[src/rtl/mac_share_arb.sv]
// Round-robin arbiter sharing one a*b+c datapath between two requesters.
// Each owner streams a, b, c beats; the result returns only to that owner.
module mac_share_arb #(
  parameter int W       = 8,
  parameter int TIMEOUT = 15
) (
  input  logic         clk,
  input  logic         rst,
  input  logic         req0,
  input  logic         req1,
  input  logic         op0_valid,
  input  logic [W-1:0] op0_data,
  input  logic         op1_valid,
  input  logic [W-1:0] op1_data,
  output logic         gnt0,
  output logic         gnt1,
  output logic         res_valid0,
  output logic         res_valid1,
  output logic [W-1:0] res_data,
  output logic         err,
  output logic         busy
);

  typedef enum logic [2:0] {S_IDLE, S_OPA, S_OPB, S_OPC, S_RES} state_e;

  // Abort fires on the idle cycle that would bring the count to TIMEOUT.
  localparam logic [7:0] TO_M1 = 8'(TIMEOUT - 1);

  state_e         state_q, state_d;
  logic           owner_q, owner_d;
  logic           ptr_q, ptr_d;
  logic [W-1:0]   a_q, a_d, b_q, b_d, res_q, res_d;
  logic [7:0]     stall_q, stall_d;
  logic           err_q, err_d;

  logic           op_valid;
  logic [W-1:0]   op_data;
  logic [2*W-1:0] prod, sum;

  // Only the owner's operand lane is ever observed.
  assign op_valid = owner_q ? op1_valid : op0_valid;
  assign op_data  = owner_q ? op1_data  : op0_data;
  assign prod     = {{W{1'b0}}, a_q} * {{W{1'b0}}, b_q};
  assign sum      = prod + {{W{1'b0}}, op_data};

  always_ff @(posedge clk or posedge rst) begin
    if (rst) begin
      state_q <= S_IDLE;
      owner_q <= 1'b0;
      ptr_q   <= 1'b0;
      a_q     <= '0;
      b_q     <= '0;
      res_q   <= '0;
      stall_q <= '0;
      err_q   <= 1'b0;
    end else begin
      state_q <= state_d;
      owner_q <= owner_d;
      ptr_q   <= ptr_d;
      a_q     <= a_d;
      b_q     <= b_d;
      res_q   <= res_d;
      stall_q <= stall_d;
      err_q   <= err_d;
    end
  end

  always_comb begin
    state_d = state_q;
    owner_d = owner_q;
    ptr_d   = ptr_q;
    a_d     = a_q;
    b_d     = b_q;
    res_d   = res_q;
    stall_d = stall_q;
    err_d   = 1'b0;
    unique case (state_q)
      S_IDLE: begin
        if (req0 || req1) begin
          owner_d = (req0 && req1) ? ptr_q : req1;
          stall_d = '0;
          state_d = S_OPA;
        end
      end
      S_OPA, S_OPB, S_OPC: begin
        if (op_valid) begin
          stall_d = '0;
          if (state_q == S_OPA) begin
            a_d     = op_data;
            state_d = S_OPB;
          end else if (state_q == S_OPB) begin
            b_d     = op_data;
            state_d = S_OPC;
          end else begin
            res_d   = sum[W-1:0];
            state_d = S_RES;
          end
        end else if (stall_q == TO_M1) begin
          err_d   = 1'b1;
          stall_d = '0;
          ptr_d   = ~owner_q;
          state_d = S_IDLE;
        end else begin
          stall_d = stall_q + 8'd1;
        end
      end
      S_RES: begin
        ptr_d   = ~owner_q;
        state_d = S_IDLE;
      end
      default: state_d = S_IDLE;
    endcase
  end

  always_comb begin
    gnt0       = 1'b0;
    gnt1       = 1'b0;
    res_valid0 = 1'b0;
    res_valid1 = 1'b0;
    if (state_q == S_OPA || state_q == S_OPB || state_q == S_OPC) begin
      gnt0 = ~owner_q;
      gnt1 = owner_q;
    end
    if (state_q == S_RES) begin
      res_valid0 = ~owner_q;
      res_valid1 = owner_q;
    end
    busy     = (state_q != S_IDLE);
    err      = err_q;
    res_data = res_q;
  end

endmodule

[config.mk]
export PLATFORM = sky130hd
export DESIGN_NAME = mac_share_arb
export DESIGN_NICKNAME = d
export VERILOG_FILES = /design/src/rtl/mac_share_arb.sv
export SDC_FILE = /design/constraint.sdc
export NUM_CORES = 1
export LEC_CHECK = 0
export ABC_AREA = 0
export CAP_MARGIN = 40
export CORE_AREA = 2 2 83 85
export CTS_BUF_LIST = sky130_fd_sc_hd__clkbuf_16
export CTS_CLUSTER_DIAMETER = 100
export DETAILED_ROUTE_END_ITERATION = 8
export DIE_AREA = 0 0 85 87
export GPL_TIMING_DRIVEN = 0
export SYNTH_ARGS = -nofsm -noshare
export SYNTH_HDL_FRONTEND = slang
export SYNTH_SLANG_ARGS = --single-unit
export TNS_END_PERCENT = 5
[constraint.sdc]
create_clock -name clk -period 6.2 [get_ports clk]
set_clock_uncertainty 0.05 [all_clocks]
set_input_delay 1.55 -clock clk [delete_from_list [all_inputs] [get_ports clk]]
set_output_delay 1.55 -clock clk [all_outputs]
set_load 0.05 [all_outputs]
==> run_results.csv, run 1 <==
group,metric,value,unit
die,fp.dieH,87,um
logic_synthesis,postSynthCellCount,295,
cts,cts_tree,"done",
run,maxCapViolCount,0,
timing,max-slew-margin-rel,47.6,%
layout,diodes,0,
global_routing,overflow,0,
critical_path,r2r_start,"owner_q",
route,via_count,2043,
timing,whs,0.425,ns
critical_path,cp-start-kind,"input port",
logic_synthesis,yosysWarnings,0,
cts,cts_resized,0,
place,io_buffer_count,35,
cts,cts-buffers-inserted,5,
logic_synthesis,synth_seq_area_share,34.6,%
die,dieArea,0.00740,mm2
hold_path,min_path_type,"reg -> reg",
critical_path,r2r_end,"res_data[7]",
route,wl_per_cell,13.2,um
logic_synthesis,yosys_most_used_dff,"dfrtp_1",
route,totalWireLength,5540,um
die,die_x,85,um
cts,clk_pin_slew,0.06,ns
timing,finalSetupTns,0,ns
timing,finalMaxSlewViolations,0,
global_routing,antenna_found_initial,0,
global_routing,grt_pass1_vias,2085,
place,place_congestion,0.830,
cts,htreeDepth,2,
global_routing,grt_max_degree,39,
layout,nets,397,
route,drc,0,
critical_path,reg2reg_depth,16,
place,place_inst,411,
cts,postCtsSetupBuffers,0,
die,fp-row-count,30,
timing,setup_violations,0,
cts,cts_num_sinks,38,
die,pin_count,36,
layout,syn2layout_area_growth,23.6,%
route,drtAntennaViolNets,0,
place,place_hpwl,4290,um
timing,worst_pin_slew,0.784,ns
logic_synthesis,ys_types,35,
timing,post-route-period-util,89.5,%
logic_synthesis,synthArstFlopShare,100,%
logic_synthesis,syn_avg_cell_area,9.31,um2
logic_synthesis,synth_edf_count,0,
timing,fin_crit,5.55,ns
route,dr.pass1.iters,4,
logic_synthesis,synth_nets,354,
critical_path,crit_arrival,5.70,ns
hold_path,hold_depth,2,
critical_path,end_kind,"register",
critical_path,critPathKind,"in -> reg",
global_routing,grt.total_usage,16.4,%
status,status,"finished clean",
die,initial_core_util,41.8,%
layout,fin_util,51.7,%
critical_path,reg2reg_slack,1.30,ns
global_routing,grt_pass1_wl,9580,um
cts,cts_hold_buf,0,
hold_path,holdPathEnd,"res_data[0]",
cts,clockBufferDepth,2,
hold_path,min_from,"res_data[0]",
cts,insertion_delay,0.28,ns
die,core_area,0.00657,mm2
logic_synthesis,ys_ff_latch,38,
cts,cts_root_buf,"clkbuf_16",
timing,hold_violations,0,
layout,drive_above_1_share,6.19,%
route,drtIter0Drc,88,
route,viasPerCell,4.88,
timing,fmax,0.180,GHz
logic_synthesis,netlist_area,0.00275,mm2
timing,rsz0062_at_grt,"no",
critical_path,worstPathRequired,6.36,ns
layout,final_cells,419,
critical_path,cp_max_fo,3,
==> cells in the final DEF (no fill, tap or decap), types with 2 or more instances in the layout <==
cell and instances:
nand2_1 60, dfrtp_1 38, inv_1 35, clkdlybuf4s50_1 35, ha_1 19, o21ai_0 18
fa_1 18, nor2_1 17, a21oi_1 11, xnor2_1 10, and2_1 9, clkbuf_1 7
mux2i_1 7, nor3_1 6, mux2_2 6, nand3_1 5, clkbuf_16 5, xor2_1 4
a21o_1 3, xnor3_1 3, nor2b_1 2, bufinv_16 2
==> registers in the layout (all words and copies together) (netlist names) <==
signal	count
b_q	8
owner_q	1
stall_q	8
ptr_q	1
a_q	8
res_data	8
state_q	3
err	1
==> per-layer routing <==
metal	up-vias	track usage (%)	routed length [um]
li1	1035	-	-
met1	971	21.3	2570
met2	33	28.1	2740
met3	4	3.13	195
met4	0	4.76	37
met5	-	0	0
==> per-stage QoR <==
step | setup slack [ns] | cell area [um2]
finish | 0.651 | 3400
global route | 0.456 | 3400
CTS | 0.631 | 3400
detailed placement | 0.346 | 3200
global placement | 0.328 | 3200
floorplan | 1.21 | 2750
==> worst max path at each step <==
stage,start,to,depth (start not counted)
after floorplan,op1_data[4],res_data[7],14
after global placement,op1_data[4],res_data[7],15
after detailed placement,op1_data[4],res_data[7],15
after CTS,op1_data[4],res_data[7],15
after global routing,op1_data[4],res_data[7],15
final,op1_data[4],res_data[7],15
==> kinds of logic after synthesis <==
kind of cell             after synthesis  synth area share (%)
adder cells (fa/ha/maj)               37                  21.8
XOR/XNOR                              17                  6.92
buffers and inverters                 44                  6.29
flip-flops                            38                  34.6
AND/OR/NAND/NOR                      108                  17.4
AO/OA/AOI/OAI                         37                  7.43
multiplexers                          14                  5.51
==> Yosys cell counts (4+ instances only) <==
cell type	n	area, um2
clkbuf_1	7	26.3
ha_1	19	238
xnor2_1	10	87.6
nand2_1	60	225
nor2_1	17	63.8
inv_1	36	135
dfrtp_1	38	951
o21ai_0	18	90.1
mux2_2	6	67.6
xor2_1	4	35.0
nand3_1	5	25.0
nor3_1	6	30.0
a21oi_1	11	55.1
and2_1	9	56.3
fa_1	18	360
mux2i_1	7	70.1
==> layout make-up <==
class                           instances  area (um2)
Fill cell                             605        3170
Multi-Input combinational cell        213        1620
Sequential cell                        38         951
Timing Repair Buffer                   36         355
Inverter                               36         135
Clock buffer                            5         125
Tap cell                               80         100
Clock inverter                          3        68.8
Buffer                                  8        37.5
==> worst max-delay path, cell delays in order <==
cell and delay (ns):
clkdlybuf4s50_1 0.40, mux2i_1 0.34, fa_1 0.47, inv_1 0.09
fa_1 0.42, ha_1 0.28, inv_1 0.05, fa_1 0.52
inv_1 0.06, fa_1 0.47, a21o_1 0.20, a21oi_1 0.28
xnor2_1 0.17, xnor3_1 0.26, o21ai_1 0.14
Power of run 1 is not shown: default switching activity piles up to over one toggle a cycle in this logic, so the estimate is an artifact.
==> run 2, diff against run 1 <==
- CORE_AREA: 2 2 83 85 -> 2 2 87 80
- DIE_AREA: 0 0 85 87 -> 0 0 89 82
- clock period: 6.2 -> 5.44 ns (I/O delays scaled with it)
==> run_results.csv, run 2 (synthesis gave the netlist of run 1 again) <==
group,metric,value,unit
status,status,"finished clean",
cts,cts_hold_buf,0,
place,place_hpwl,4280,um
run,maxCapViolCount,0,
timing,setup_violations,0,
critical_path,cp_max_fo,3,
layout,final_cell_mix,"nand2_1 (60), dfrtp_1 (38), inv_1 (35), clkdlybuf4s50_1 (35), ha_1 (19)",
timing,finalMaxSlewViolations,0,
die,fp-row-count,28,
global_routing,grt_pass1_wl,9430,um
global_routing,met2_usage,26.3,%
critical_path,reg2reg_slack,0.75,ns
global_routing,antenna_found_initial,0,
route,drc,0,
critical_path,worstSetupEndpoint,"res_data[7]",
global_routing,grt.total_usage,16.8,%
cts,cts_num_sinks,38,
die,initial_core_util,42.6,%
cts,clk_pin_slew,0.06,ns
route,totalWireLength,5460,um
critical_path,critPathTopFamily,"adder cells",
route,wl_per_cell,12.7,um
die,dieArea,0.00730,mm2
timing,post-route-period-util,94.8,%
route,drtIter0Drc,93,
critical_path,cp.depth,15,
critical_path,r2r_start,"owner_q",
cts,clockBufferDepth,2,
layout,drive_above_1_share,6.76,%
route,drtAntennaViolNets,0,
critical_path,end_kind,"register",
critical_path,reg2reg_depth,15,
place,post-place-ws,-0.160,ns
critical_path,critPathMaxStageDelay,0.55,ns
place,io_buffer_count,35,
cts,cts_tree,"done",
critical_path,crit_chain,"clkdlybuf4s50_1, mux2i_4, fa_1, inv_1, fa_1, ha_1, inv_1, fa_1, inv_1, fa_1, a21o_1, a21oi_2, xnor2_1, xnor3_1, o21ai_1",
die,core_area,0.00645,mm2
cts,cts-buffers-inserted,5,
timing,fin_ws,0.282,ns
timing,max-slew-margin-rel,50.2,%
global_routing,gr-usage-met3,3.82,%
global_routing,grt_pass1_vias,1997,
hold_path,min_path_type,"reg -> reg",
critical_path,path_buf_inv,4,
layout,diodes,0,
layout,syn2layout_area_growth,23.5,%
critical_path,crit_top_cell,"fa_1",
route,viasPerCell,4.82,
global_routing,overflow,0,
critical_path,crit_arrival,5.32,ns
cts,cts_root_buf,"clkbuf_16",
route,dr.pass1.iters,4,
place,place_congestion,0.832,
global_routing,grt.met1_usage,24.1,%
timing,worst_pin_slew,0.736,ns
critical_path,critPathKind,"in -> reg",
critical_path,worstPathRequired,5.60,ns
global_routing,grt_busiest_layer,"met2",
cts,htreeDepth,2,
critical_path,cp-start-kind,"input port",
critical_path,r2r_end,"res_data[7]",
die,die_x,89,um
layout,final_common_cell,"nand2_1",
critical_path,critPathSlowestCell,"fa_1",
layout,nets,398,
route,via_count,2073,
global_routing,grt_max_degree,38,
timing,fin_crit,5.16,ns
die,pin_count,36,
timing,rsz0062_at_grt,"no",
timing,hold_violations,0,
critical_path,crit_path_start,"op0_data[4]",
cts,insertion_delay,0.28,ns
die,fp.dieH,82,um
timing,fmax,0.194,GHz
-- run 2: stage by stage --
| step | TNS, ns | hold WS (ns) | area, um2 | cells | util, % |
|---|---|---|---|---|---|
| finish | 0 | 0.424 | 3390 | 430 | 52.6 |
| global route | 0 | 0.466 | 3390 | 430 | 52.6 |
| CTS | 0 | 0.429 | 3380 | 430 | 52.4 |
| detailed placement | -0.160 | 0.415 | 3230 | 422 | 50.2 |
| global placement | -0.166 | 0.408 | 3210 | 420 | 49.8 |
| floorplan | 0 | 0.400 | 2750 | 295 | - |
-- run 2: worst min-delay path by stage --
stage / startpoint / to / cells after the start
2_1_floorplan: b_q[7] / b_q[7] / 2
3_3_place_gp: res_data[4] / res_data[4] / 2
3_5_place_dp: res_data[4] / res_data[4] / 2
4_1_cts: res_data[4] / res_data[4] / 2
5_1_grt: b_q[7] / b_q[7] / 2
6_report: res_data[4] / res_data[4] / 2
-- run 2: repair_timing --
action | in CTS | in global routing
buffers inserted | 0 | 0
gates resized for setup | 0 | 3
setup endpoints to repair | 0 | 1
-- run 2: metal layers --
layer	up-vias	wire length (um)
met2	53	2390
li1	1036	-
met4	0	40
met3	4	241
met1	980	2780
met5	-	0
-- run 2: area by class of cell --
| class | instances | area, um2 |
|---|---|---|
| multi-input cells | 213 | 1640 |
| repair buffers | 37 | 375 |
| plain buffers | 8 | 37.5 |
| clock inverters | 3 | 16.3 |
| well taps | 90 | 113 |
| clock buffers | 5 | 125 |
| flip-flops and latches | 38 | 951 |
| fillers | 621 | 3050 |
| inverters | 36 | 135 |
-- run 2: worst min-delay path, stage by stage, from the launching register on --
cell and delay, ns:
dfrtp_1 0.34, nand2_1 0.05, nand2_1 0.06
Power of run 2 is left out for the same reason.
==> run 3, diff against run 2 <==
- CAP_MARGIN: 40 -> unset
==> run_results.csv, run 3 (synthesis gave the netlist of run 1 again) <==
group,metric,value,unit
layout,drive_above_1_share,5.62,%
die,core_area,0.00645,mm2
cts,cts_root_buf,"clkbuf_16",
route,drtAntennaViolNets,0,
timing,whs,0.419,ns
global_routing,gr-usage-met3,2.91,%
layout,final_cell_mix,"nand2_1 (60), dfrtp_1 (38), inv_1 (36)",
run,maxCapViolCount,0,
global_routing,overflow,0,
critical_path,crit_arrival,5.33,ns
layout,nets,396,
critical_path,crit_top_cell,"fa_1",
route,viasPerCell,4.83,
cts,cts_tree,"done",
route,drc,0,
route,wl_per_cell,12.6,um
die,dieArea,0.00730,mm2
cts,cts_hold_buf,0,
cts,insertion_delay,0.28,ns
global_routing,grt_busiest_layer,"met2",
timing,post-route-period-util,95.0,%
layout,syn2layout_area_growth,22.3,%
critical_path,crit_chain,"clkdlybuf4s50_1, mux2i_4, fa_1, inv_1, fa_1, ha_1, inv_1, fa_1, inv_1, fa_1, a21o_1, a21oi_1, xnor2_1, xnor3_1, o21ai_1",
place,io_buffer_count,35,
die,die_x,89,um
die,initial_core_util,42.6,%
timing,worst_pin_slew,1.16,ns
hold_path,min_path_type,"reg -> reg",
route,drtIter0Drc,69,
cts,cts_num_sinks,38,
timing,finalMaxSlewViolations,0,
layout,fin_util,52.1,%
global_routing,antenna_found_initial,0,
layout,fill_cells,616,
route,via_count,2066,
global_routing,grt_pass1_vias,1986,
timing,hold_violations,0,
global_routing,grt.total_usage,16.8,%
die,fp.dieH,82,um
critical_path,cp-start-kind,"input port",
global_routing,met2_usage,26.3,%
critical_path,cp_max_fo,3,
global_routing,grt_pass1_wl,9380,um
die,pin_count,36,
timing,finalSetupTns,0,ns
timing,fin_crit,5.17,ns
critical_path,worstPathRequired,5.60,ns
critical_path,critPathSlowestCell,"fa_1",
layout,final_common_cell,"nand2_1",
place,place_congestion,0.832,
route,totalWireLength,5410,um
global_routing,grt.met1_usage,24.5,%
place,place_hpwl,4260,um
status,status,"finished clean",
timing,fmax,0.193,GHz
timing,rsz0062_at_grt,"no",
place,post-place-ws,-0.174,ns
cts,cts-buffers-inserted,5,
cts,clockBufferDepth,2,
route,dr.pass1.iters,4,
die,fp-row-count,28,
critical_path,critPathKind,"in -> reg",
layout,diodes,0,
timing,setup_violations,0,
global_routing,grt_max_degree,39,
critical_path,critPathMaxStageDelay,0.55,ns
cts,htreeDepth,2,
cts,clk_pin_slew,0.06,ns
timing,fin_ws,0.270,ns
critical_path,end_kind,"register",
timing,max-slew-margin-rel,21.3,%
## run 3: cell types whose count changed in the layout (fill, tap and decap cells not counted), sizes merged
cell	change
clkinvlp	-1
inv	+1
buf	-2
## run 3: worst max-delay path: cells and delay by family
family	cells	cell delay, ns
adder cells (fa/ha/maj)	5	2.27
XOR/XNOR	2	0.40
buffers and inverters	4	0.67
AO/OA/AOI/OAI	3	0.53
multiplexers	1	0.10
## run 3: stage by stage
step / cells / instance area [um2]
final: 428 / 3360
after global routing: 428 / 3360
after CTS: 428 / 3350
after detailed placement: 420 / 3210
after global placement: 420 / 3210
after floorplan: 295 / 2750
## run 3: repair_timing
| action | CTS | global route |
|---|---|---|
| endpoints found under the setup margin | 0 | 1 |
| resized for setup | 0 | 2 |
| buffers inserted | 0 | 0 |
## run 3: final cells by class
type,instances,area [um2],share of cell area [%]
buffer,8,37.5,1.12
clock buffer,5,125,3.72
clock inverter,3,12.5,0.372
inverter,36,135,4.02
multi-input combinational,213,1640,48.7
sequential,38,951,28.3
tap,90,113,3.35
timing repair buffer,35,350,10.4
## run 3: routing by layer
layer | wire length [um] | vias up
met3 | 204 | 4
met5 | 0 | -
met1 | 2760 | 986
met4 | 54 | 0
met2 | 2390 | 45
li1 | - | 1031
## run 3: path summary, 6_finish.rpt
kind	from	end	slack, ns	depth (start not counted)
setup / recovery	op1_data[4]	res_data[7]	0.27	15
hold / removal	res_data[4]	res_data[4]	0.42	2
setup reg to reg	owner_q	res_data[7]	0.72	15
hold reg to reg	res_data[4]	res_data[4]	0.42	2
max in group asynchronous	rst	b_q[6]	3.35	2
min in group asynchronous	rst	res_data[5]	1.50	2
Power of run 3 is left out for the same reason.
